File: config.mk
export PLATFORM = sky130hd
export DESIGN_NAME = apb_uart_tx_slave
export DESIGN_NICKNAME = d
export VERILOG_FILES = /design/src/rtl/apb_uart_tx_slave.sv
export SDC_FILE = /design/constraint.sdc
export NUM_CORES = 1
export LEC_CHECK = 0
export ABC_AREA = 0
export CORE_MARGIN = 3
export CORE_UTILIZATION = 48
export DETAILED_ROUTE_END_ITERATION = 7
export PLACE_DENSITY = 0.75
export SLEW_MARGIN = 0
export SYNTH_ARGS = -nofsm -noshare
export SYNTH_HDL_FRONTEND = slang
export SYNTH_SLANG_ARGS = --single-unit
export TNS_END_PERCENT = 50
File: constraint.sdc
create_clock -name PCLK -period 2.5 [get_ports PCLK]
set_input_delay 0.375 -clock PCLK [delete_from_list [all_inputs] [get_ports PCLK]]
set_output_delay 0.375 -clock PCLK [all_outputs]
set_load 0.05 [all_outputs]
File: src/rtl/apb_uart_tx_slave.sv
// APB-programmed UART transmitter (8N1, or 8E1 when UART_TX_PARITY_EN is defined) with a small TX FIFO.
// Zero-wait-state APB; a frame starts the cycle after its pop; writes into a full FIFO are dropped with PSLVERR.
`timescale 1ns/1ps
module apb_uart_tx_slave #(
  parameter int CLKS_PER_BIT = 16,
  parameter int FIFO_DEPTH   = 4
) (
  input  logic       PCLK,
  input  logic       PRESET,
  input  logic       PSEL,
  input  logic       PENABLE,
  input  logic       PWRITE,
  input  logic [3:0] PADDR,
  input  logic [7:0] PWDATA,
  output logic [7:0] PRDATA,
  output logic       PREADY,
  output logic       PSLVERR,
  output logic       tx,
  output logic       irq
);
  localparam int PTR_W = $clog2(FIFO_DEPTH);
  localparam int CNT_W = PTR_W + 1;
  localparam int CYC_W = $clog2(CLKS_PER_BIT);
  localparam logic [CNT_W-1:0] DEPTH_C  = CNT_W'(FIFO_DEPTH);
  localparam logic [CYC_W-1:0] LAST_CYC = CYC_W'(CLKS_PER_BIT - 1);

`ifdef UART_TX_PARITY_EN
  typedef enum logic [2:0] {S_IDLE, S_START, S_DATA, S_PARITY, S_STOP} state_t;
`else
  typedef enum logic [2:0] {S_IDLE, S_START, S_DATA, S_STOP} state_t;
`endif

  state_t           state_q, state_d;
  logic [CYC_W-1:0] cyc_q, cyc_d;
  logic [2:0]       bit_q, bit_d;
  logic [7:0]       byte_q, byte_d;
  logic             tx_q, tx_d;
  logic [1:0]       ctrl_q, ctrl_d;
  logic [PTR_W-1:0] wptr_q, wptr_d, rptr_q, rptr_d;
  logic [CNT_W-1:0] count_q, count_d;
  logic [7:0]       mem_q [FIFO_DEPTH];

  logic       access, wr_acc, rd_acc;
  logic       sel_data, sel_stat, sel_ctrl;
  logic       full, empty, busy, push, pop, bit_end, can_start;
  logic [4:0] count_ext;
  logic [2:0] count_sat;
  logic [7:0] status;

  assign access   = PSEL & PENABLE;
  assign wr_acc   = access & PWRITE;
  assign rd_acc   = access & ~PWRITE;
  assign sel_data = (PADDR == 4'h0);
  assign sel_stat = (PADDR == 4'h4);
  assign sel_ctrl = (PADDR == 4'h8);

  assign full      = (count_q == DEPTH_C);
  assign empty     = (count_q == '0);
  assign busy      = (state_q != S_IDLE);
  assign push      = wr_acc & sel_data & ~full;
  assign can_start = ctrl_q[0] & ~empty;

  assign count_ext = 5'(count_q);
  assign count_sat = (count_ext > 5'd7) ? 3'd7 : count_ext[2:0];
  assign status    = {2'b00, count_sat, empty, full, busy};

  assign PREADY  = access;
  assign PSLVERR = access & (~(sel_data | sel_stat | sel_ctrl)
                             | (PWRITE & sel_stat)
                             | (PWRITE & sel_data & full));
  assign tx      = tx_q;
  assign irq     = ctrl_q[1] & empty & ~busy;

  always_comb begin
    PRDATA = 8'h00;
    if (rd_acc) begin
      if (sel_stat)      PRDATA = status;
      else if (sel_ctrl) PRDATA = {6'b0, ctrl_q};
    end
  end

  always_comb begin
    ctrl_d = ctrl_q;
    if (wr_acc & sel_ctrl) ctrl_d = PWDATA[1:0];
  end

  // Transmit sequencer: tx is registered, so each state's line level is loaded on the edge that enters it.
  always_comb begin
    state_d = state_q;
    cyc_d   = cyc_q;
    bit_d   = bit_q;
    byte_d  = byte_q;
    tx_d    = tx_q;
    pop     = 1'b0;
    bit_end = (cyc_q == LAST_CYC);
    if (state_q != S_IDLE) cyc_d = bit_end ? '0 : cyc_q + 1'b1;
    case (state_q)
      S_IDLE: begin
        if (can_start) begin
          pop     = 1'b1;
          byte_d  = mem_q[rptr_q];
          cyc_d   = '0;
          state_d = S_START;
          tx_d    = 1'b0;
        end
      end
      S_START: begin
        if (bit_end) begin
          state_d = S_DATA;
          bit_d   = 3'd0;
          tx_d    = byte_q[0];
        end
      end
      S_DATA: begin
        if (bit_end) begin
          if (bit_q == 3'd7) begin
`ifdef UART_TX_PARITY_EN
            state_d = S_PARITY;
            tx_d    = ^byte_q;
`else
            state_d = S_STOP;
            tx_d    = 1'b1;
`endif
          end else begin
            bit_d = bit_q + 3'd1;
            tx_d  = byte_q[bit_q + 3'd1];
          end
        end
      end
`ifdef UART_TX_PARITY_EN
      S_PARITY: begin
        if (bit_end) begin
          state_d = S_STOP;
          tx_d    = 1'b1;
        end
      end
`endif
      S_STOP: begin
        if (bit_end) begin
          if (can_start) begin
            pop     = 1'b1;
            byte_d  = mem_q[rptr_q];
            state_d = S_START;
            tx_d    = 1'b0;
          end else begin
            state_d = S_IDLE;
            tx_d    = 1'b1;
          end
        end
      end
      default: begin
        state_d = S_IDLE;
        tx_d    = 1'b1;
      end
    endcase
  end

  // The full check uses the pre-edge count, so a same-edge pop never makes room for a push.
  always_comb begin
    wptr_d  = push ? wptr_q + 1'b1 : wptr_q;
    rptr_d  = pop  ? rptr_q + 1'b1 : rptr_q;
    count_d = count_q;
    case ({push, pop})
      2'b10:   count_d = count_q + 1'b1;
      2'b01:   count_d = count_q - 1'b1;
      default: count_d = count_q;
    endcase
  end

  always_ff @(posedge PCLK or posedge PRESET) begin
    if (PRESET) begin
      state_q <= S_IDLE;
      cyc_q   <= '0;
      bit_q   <= 3'd0;
      byte_q  <= 8'h00;
      tx_q    <= 1'b1;
      ctrl_q  <= 2'b00;
      wptr_q  <= '0;
      rptr_q  <= '0;
      count_q <= '0;
    end else begin
      state_q <= state_d;
      cyc_q   <= cyc_d;
      bit_q   <= bit_d;
      byte_q  <= byte_d;
      tx_q    <= tx_d;
      ctrl_q  <= ctrl_d;
      wptr_q  <= wptr_d;
      rptr_q  <= rptr_d;
      count_q <= count_d;
    end
  end

  always_ff @(posedge PCLK) begin
    if (push) mem_q[wptr_q] <= PWDATA;
  end

endmodule
==> results.toml, run 1 <==
[run_status]
status = "completed"

[clocking]
post_cts_buffers = 0
clockRootBuffer = "clkbuf_8"
clock-sinks = 59
clkTransAtPathRegs_ns = 0.06
clockBufferDepth = 2
cts_resized = 0
ctsHoldBuffers = 0
cts_made_buffers = 9
cts_max_level = 3
worst_skew_pair.late_latency_ns = 0.33
cts_tree = "built"

[route]
drt_wl_total_um = 4743
via_count = 1665
ant_nets = 0
viasPerCell = 5.406
drt_pass1_iterations = 4
route.detailed.drc = 0
drt_iter0_drc = 104
post_drt_wl_per_cell_um = 15.40

[synth]
synth-main-ff-cell = "edfxtp_1"
seq_area_frac_synth_pct = 57.82
synth_cell_types = 54
yosys.area.top_type_share_pct = 33.92
netlist_area_um2 = 2833
synthArstFlopShare_pct = 45.76
synth.area.top_cells = "edfxtp_1 34%, dfrtp_1 23%, mux4_2 7.2%"
yosys.cell_count.top_type = "edfxtp_1"
syn_inst = 196
ys_ff_latch = 59
synth_largest_area_cell = "edfxtp_1"
synth_edf_count = 32
yosys_warnings = 0
synthTopCellsByCount = "32 x edfxtp_1, 26 x dfrtp_1, 13 x inv_1"
synth_area_per_cell_um2 = 14.45

[setup_path]
slowest_stage = "or4_1"
critPathKind = "in2out"
cp_cell_sequence = "clkdlybuf4s50_1, nand2_1, or4_1, nor3_1, buf_12"
endpoint_kind = "output port"
cp_max_fo = 5
worst_setup_path_start_kind = "input pin"
cp_slowest_stage_delay_ns = 0.50
required_ns = 2.12
arrival_ns = 1.99

[floorplanning]
io_pins = 29
die_area_um2 = 6859
core_um2 = 5608
die_w_um = 82.82
rows = 27
die_height_um = 82.82
start_util_pct = 50.51

[sta]
fmax_ghz = 0.4226
maxSlewViolCount = 0
rsz0062_at_grt = "no"
skew_ns = 0.006556
worst_pin_slew_ns = 0.5706
min_period_over_period_pct = 94.66
setup_viol = 0
relSlewSlack_pct = 61.96
finalCriticalPeriod_ns = 2.367
finalHoldViolations = 0
fin_ws_ns = 0.1334

[grt]
grt_max_degree = 28
grt_use_total_pct = 15.36
grt_pass1_vias = 1727
antenna_found_initial = 0
grt-ovfl-total = 0
grt_pass1_wl_um = 8217

[layout]
layout-drive-gt1-share_pct = 25.85
nets = 261
antenna_cells = 0
areaGrowthSynthToFinish_pct = 21.29

[power]
total_power_mw = 3.226
powerDensity_nw_per_um2 = 939.0
vdd.ir_drop.worst_mv = 0.5185
p_leak_nw = 1.335

[placed_design]
post-place-ws_ns = -0.08686
port_buffers = 26
hpwl_um = 3453
gp_congestion = 0.7698

[run]
timing.max_cap.violations = 0

[hold_path]
hp-class = "in2async"
## cells by family after synthesis
kind of cell / share of synthesized area (%)
other: 0.1324
AND/OR/NAND/NOR: 8.702
multiplexers: 13.87
buffers and inverters: 3.047
AO/OA/AOI/OAI: 8.260
adder cells (fa/ha/maj): 6.007
flip-flops: 57.82
XOR/XNOR: 2.164
## path summary, 6_finish.rpt
path,start,endpoint,slack (ns),depth (start not counted)
max,PSEL,PRDATA[4],0.13,5
min in group PCLK,byte_q[7],byte_q[7],0.48,1
min,PRESET,cyc_q[2],0.39,3
max reg2reg,state_q[0],count_q[2],0.14,9
min reg2reg,byte_q[7],byte_q[7],0.48,1
max in group asynchronous,PRESET,tx,1.81,3
## critical path: cells and delay by family
family,cells,cell delay [ns]
buffers and inverters,2,0.67
and+or+nand+nor,3,0.96
## registers in the layout (all words and copies together), names as in the netlist, 3 cells and up
register  cells
mem_q        32
byte_q        8
cyc_q         4
bit_q         3
count_q       3
## cells in the final DEF, fill, tap and decap left out, drive strengths merged, types with 2 or more instances in the layout
cell type and count:
edfxtp 32, dfrtp 26, clkdlybuf4s50 17, inv 13, mux2 13, buf 13
ha 12, clkbuf 11, mux4 9, nor2 9, nand2 8, o21ai 6
and2 5, xnor2 4, mux2i 4, a21oi 4, nand3 4, nor3 4
a22o 3, xor2 3, a22oi 2, nor2b 2, nand2b 2, a31oi 2
conb 2, clkinvlp 2, o31ai 2, clkinv 2
## metal layers
layer | track usage (%) | part of all wire, % | up-vias
met3 | 4.464 | 3.4 | 8
met4 | 6.686 | 2.1 | 0
met5 | 0 | 0 | -
met1 | 19.69 | 44 | 830
met2 | 24.34 | 51 | 31
li1 | - | - | 796
## cell type report
type	instances	area, um2
multi-input cells	118	1119
fillers	462	2172
flip-flops and latches	59	1638
repair buffers	30	355.3
clock inverters	5	53.80
well taps	72	90.09
clock buffers	11	131.4
inverters	13	48.80
## report_power, final
part           switching (mW)  internal, mW  total, mW
clock network           0.366         0.455      0.821
logic                   0.451         0.510      0.961
registers               0.232          1.21       1.44
## stage by stage
step	util [%]	TNS (ns)	hold slack, ns	instances	area (um2)
2_1_floorplan	-	0	0.4270	197	2836
3_3_place_gp	57.85	0	0.4705	292	3244
3_5_place_dp	57.85	-0.09306	0.4758	292	3244
4_1_cts	61.16	0	0.4025	308	3430
5_1_grt	61.27	0	0.4423	308	3436
6_report	61.27	0	0.3912	308	3436
Note: power is estimated with default switching activity, not from simulation.
==> run 2, diff against run 1 <==
Settings changed: PLACE_DENSITY 0.75 to default, PLACE_DENSITY_LB_ADDON from default to 0.3.
==> results.toml, run 2 (same netlist as run 1, synthesis figures left out) <==
[power]
vdd.ir_drop.worst_mv = 0.4930
swShare_pct = 32.84
internal_power_mw = 2.179
p_leak_nw = 1.337
total_power_mw = 3.245
pwr-share-seq_pct = 44.9
powerDensity_nw_per_um2 = 944.0
clockPowerShare_pct = 25.4
switchingPower_mw = 1.066
p_comb_share_pct = 29.7

[sta]
worst_pin_slew_ns = 0.5884
finalCriticalPeriod_ns = 2.391
maxSlewViolCount = 0
skew_ns = 0.005548
finalHoldViolations = 0
whs_ns = 0.3079
min_period_over_period_pct = 95.62
fmax_ghz = 0.4183
fin_setup_tns_ns = 0
rsz0062_at_grt = "no"
setup_viol = 0
relSlewSlack_pct = 60.77

[placed_design]
placed_area_um2 = 3244
gp_congestion = 0.7806
port_buffers = 26
hpwl_um = 3443

[setup_path]
cp_max_fo = 5
required_ns = 2.12
r2r_end = "count_q[2]"
critPathKind = "in2out"
rrSetupSlack_ns = 0.17
arrival_ns = 2.02
timing.rr.start = "state_q[1]"
worst_setup_path_start_kind = "input pin"
endpoint_kind = "output port"
reg2regPathDepth = 9

[route]
via_count = 1664
drt_iter0_drc = 51
route.detailed.drc = 0
drt_wl_total_um = 4903
drt_pass1_iterations = 4
ant_nets = 0
viasPerCell = 5.403
post_drt_wl_per_cell_um = 15.92

[clocking]
cts_made_buffers = 9
clockRootBuffer = "clkbuf_8"
worst_skew_pair.late_latency_ns = 0.34
clkTransAtPathRegs_ns = 0.06
clock-sinks = 59
cts_max_level = 3
clockBufferDepth = 2
cts_tree = "built"

[layout]
antenna_cells = 0
final_common_cell = "edfxtp_1"
reg.largest.list = "mem_q (32), byte_q (8), cyc_q (4)"
largest_register_ffs = 32
final_core_util_pct = 61.29
final_cell_mix = "32 x edfxtp_1, 26 x dfrtp_1, 17 x clkdlybuf4s50_1"
areaGrowthSynthToFinish_pct = 21.33
layout-drive-gt1-share_pct = 26.27
finish.instance_area_um2 = 3437
nets = 261
regMostFlops = "mem_q"

[floorplanning]
die_area_um2 = 6859
rows = 27
die_height_um = 82.82
core_um2 = 5608
io_pins = 29
die_w_um = 82.82
start_util_pct = 50.51

[hold_path]
hp-class = "in2async"

[grt]
grt_max_degree = 19
grt-ovfl-total = 0
grt_pass1_wl_um = 8493
antenna_found_initial = 0
grt_pass1_vias = 1750
grt_use_total_pct = 16.25

[run]
timing.max_cap.violations = 0

[run_status]
status = "completed"
run 2: metrics by stage:
stage	std cells	setup slack, ns
floorplan	197	0.03714
CTS	308	0.09216
global placement	292	0.04923
finish	308	0.1094
detailed placement	292	-0.05158
global route	308	0.01611
run 2: power groups by stage:
| stage | clock [mW] | combinational (mW) | sequential (mW) |
|---|---|---|---|
| global route | 0.900 | 1.08 | 1.50 |
| global placement | 0 | 0.935 | 1.47 |
| finish | 0.824 | 0.965 | 1.46 |
| detailed placement | 0 | 0.952 | 1.47 |
| floorplan | 0 | 0.816 | 1.38 |
| CTS | 0.849 | 0.958 | 1.46 |
run 2: routing by layer:
metal	wire [um]	global-route usage, %	up-vias
met5	0	0	-
li1	-	-	801
met3	195	5.754	4
met1	2170	19.32	828
met2	2466	25.95	31
met4	71	8.470	0
run 2: final cells by class:
type / instances / area [um2]
inverters: 13 / 48.80
well taps: 72 / 90.09
clock buffers: 11 / 131.4
fillers: 468 / 2171
flip-flops and latches: 59 / 1638
clock inverters: 5 / 55.05
repair buffers: 30 / 355.3
multi-input cells: 118 / 1119
run 2: how the worst max path moves through the flow:
stage	start	endpoint	slack, ns
after floorplan	PADDR[1]	PRDATA[3]	0.04
after global placement	PADDR[1]	count_q[2]	0.05
after detailed placement	PADDR[1]	count_q[2]	-0.05
after CTS	PSEL	PRDATA[3]	0.09
after global routing	PSEL	PRDATA[3]	0.02
final	PSEL	PRDATA[3]	0.11
run 2: repair_timing:
item                                    in CTS  in global routing
setup buffers                                0                  0
endpoints found under the setup margin       0                  1
hold buffers                                 0                  0
gates resized for setup                      0                  1
run 2: worst max-delay path, stage by stage:
cell and delay [ns]:
clkdlybuf4s50_1 0.48, nand2_1 0.09, or4_1 0.51, nor3_1 0.37
buf_12 0.19
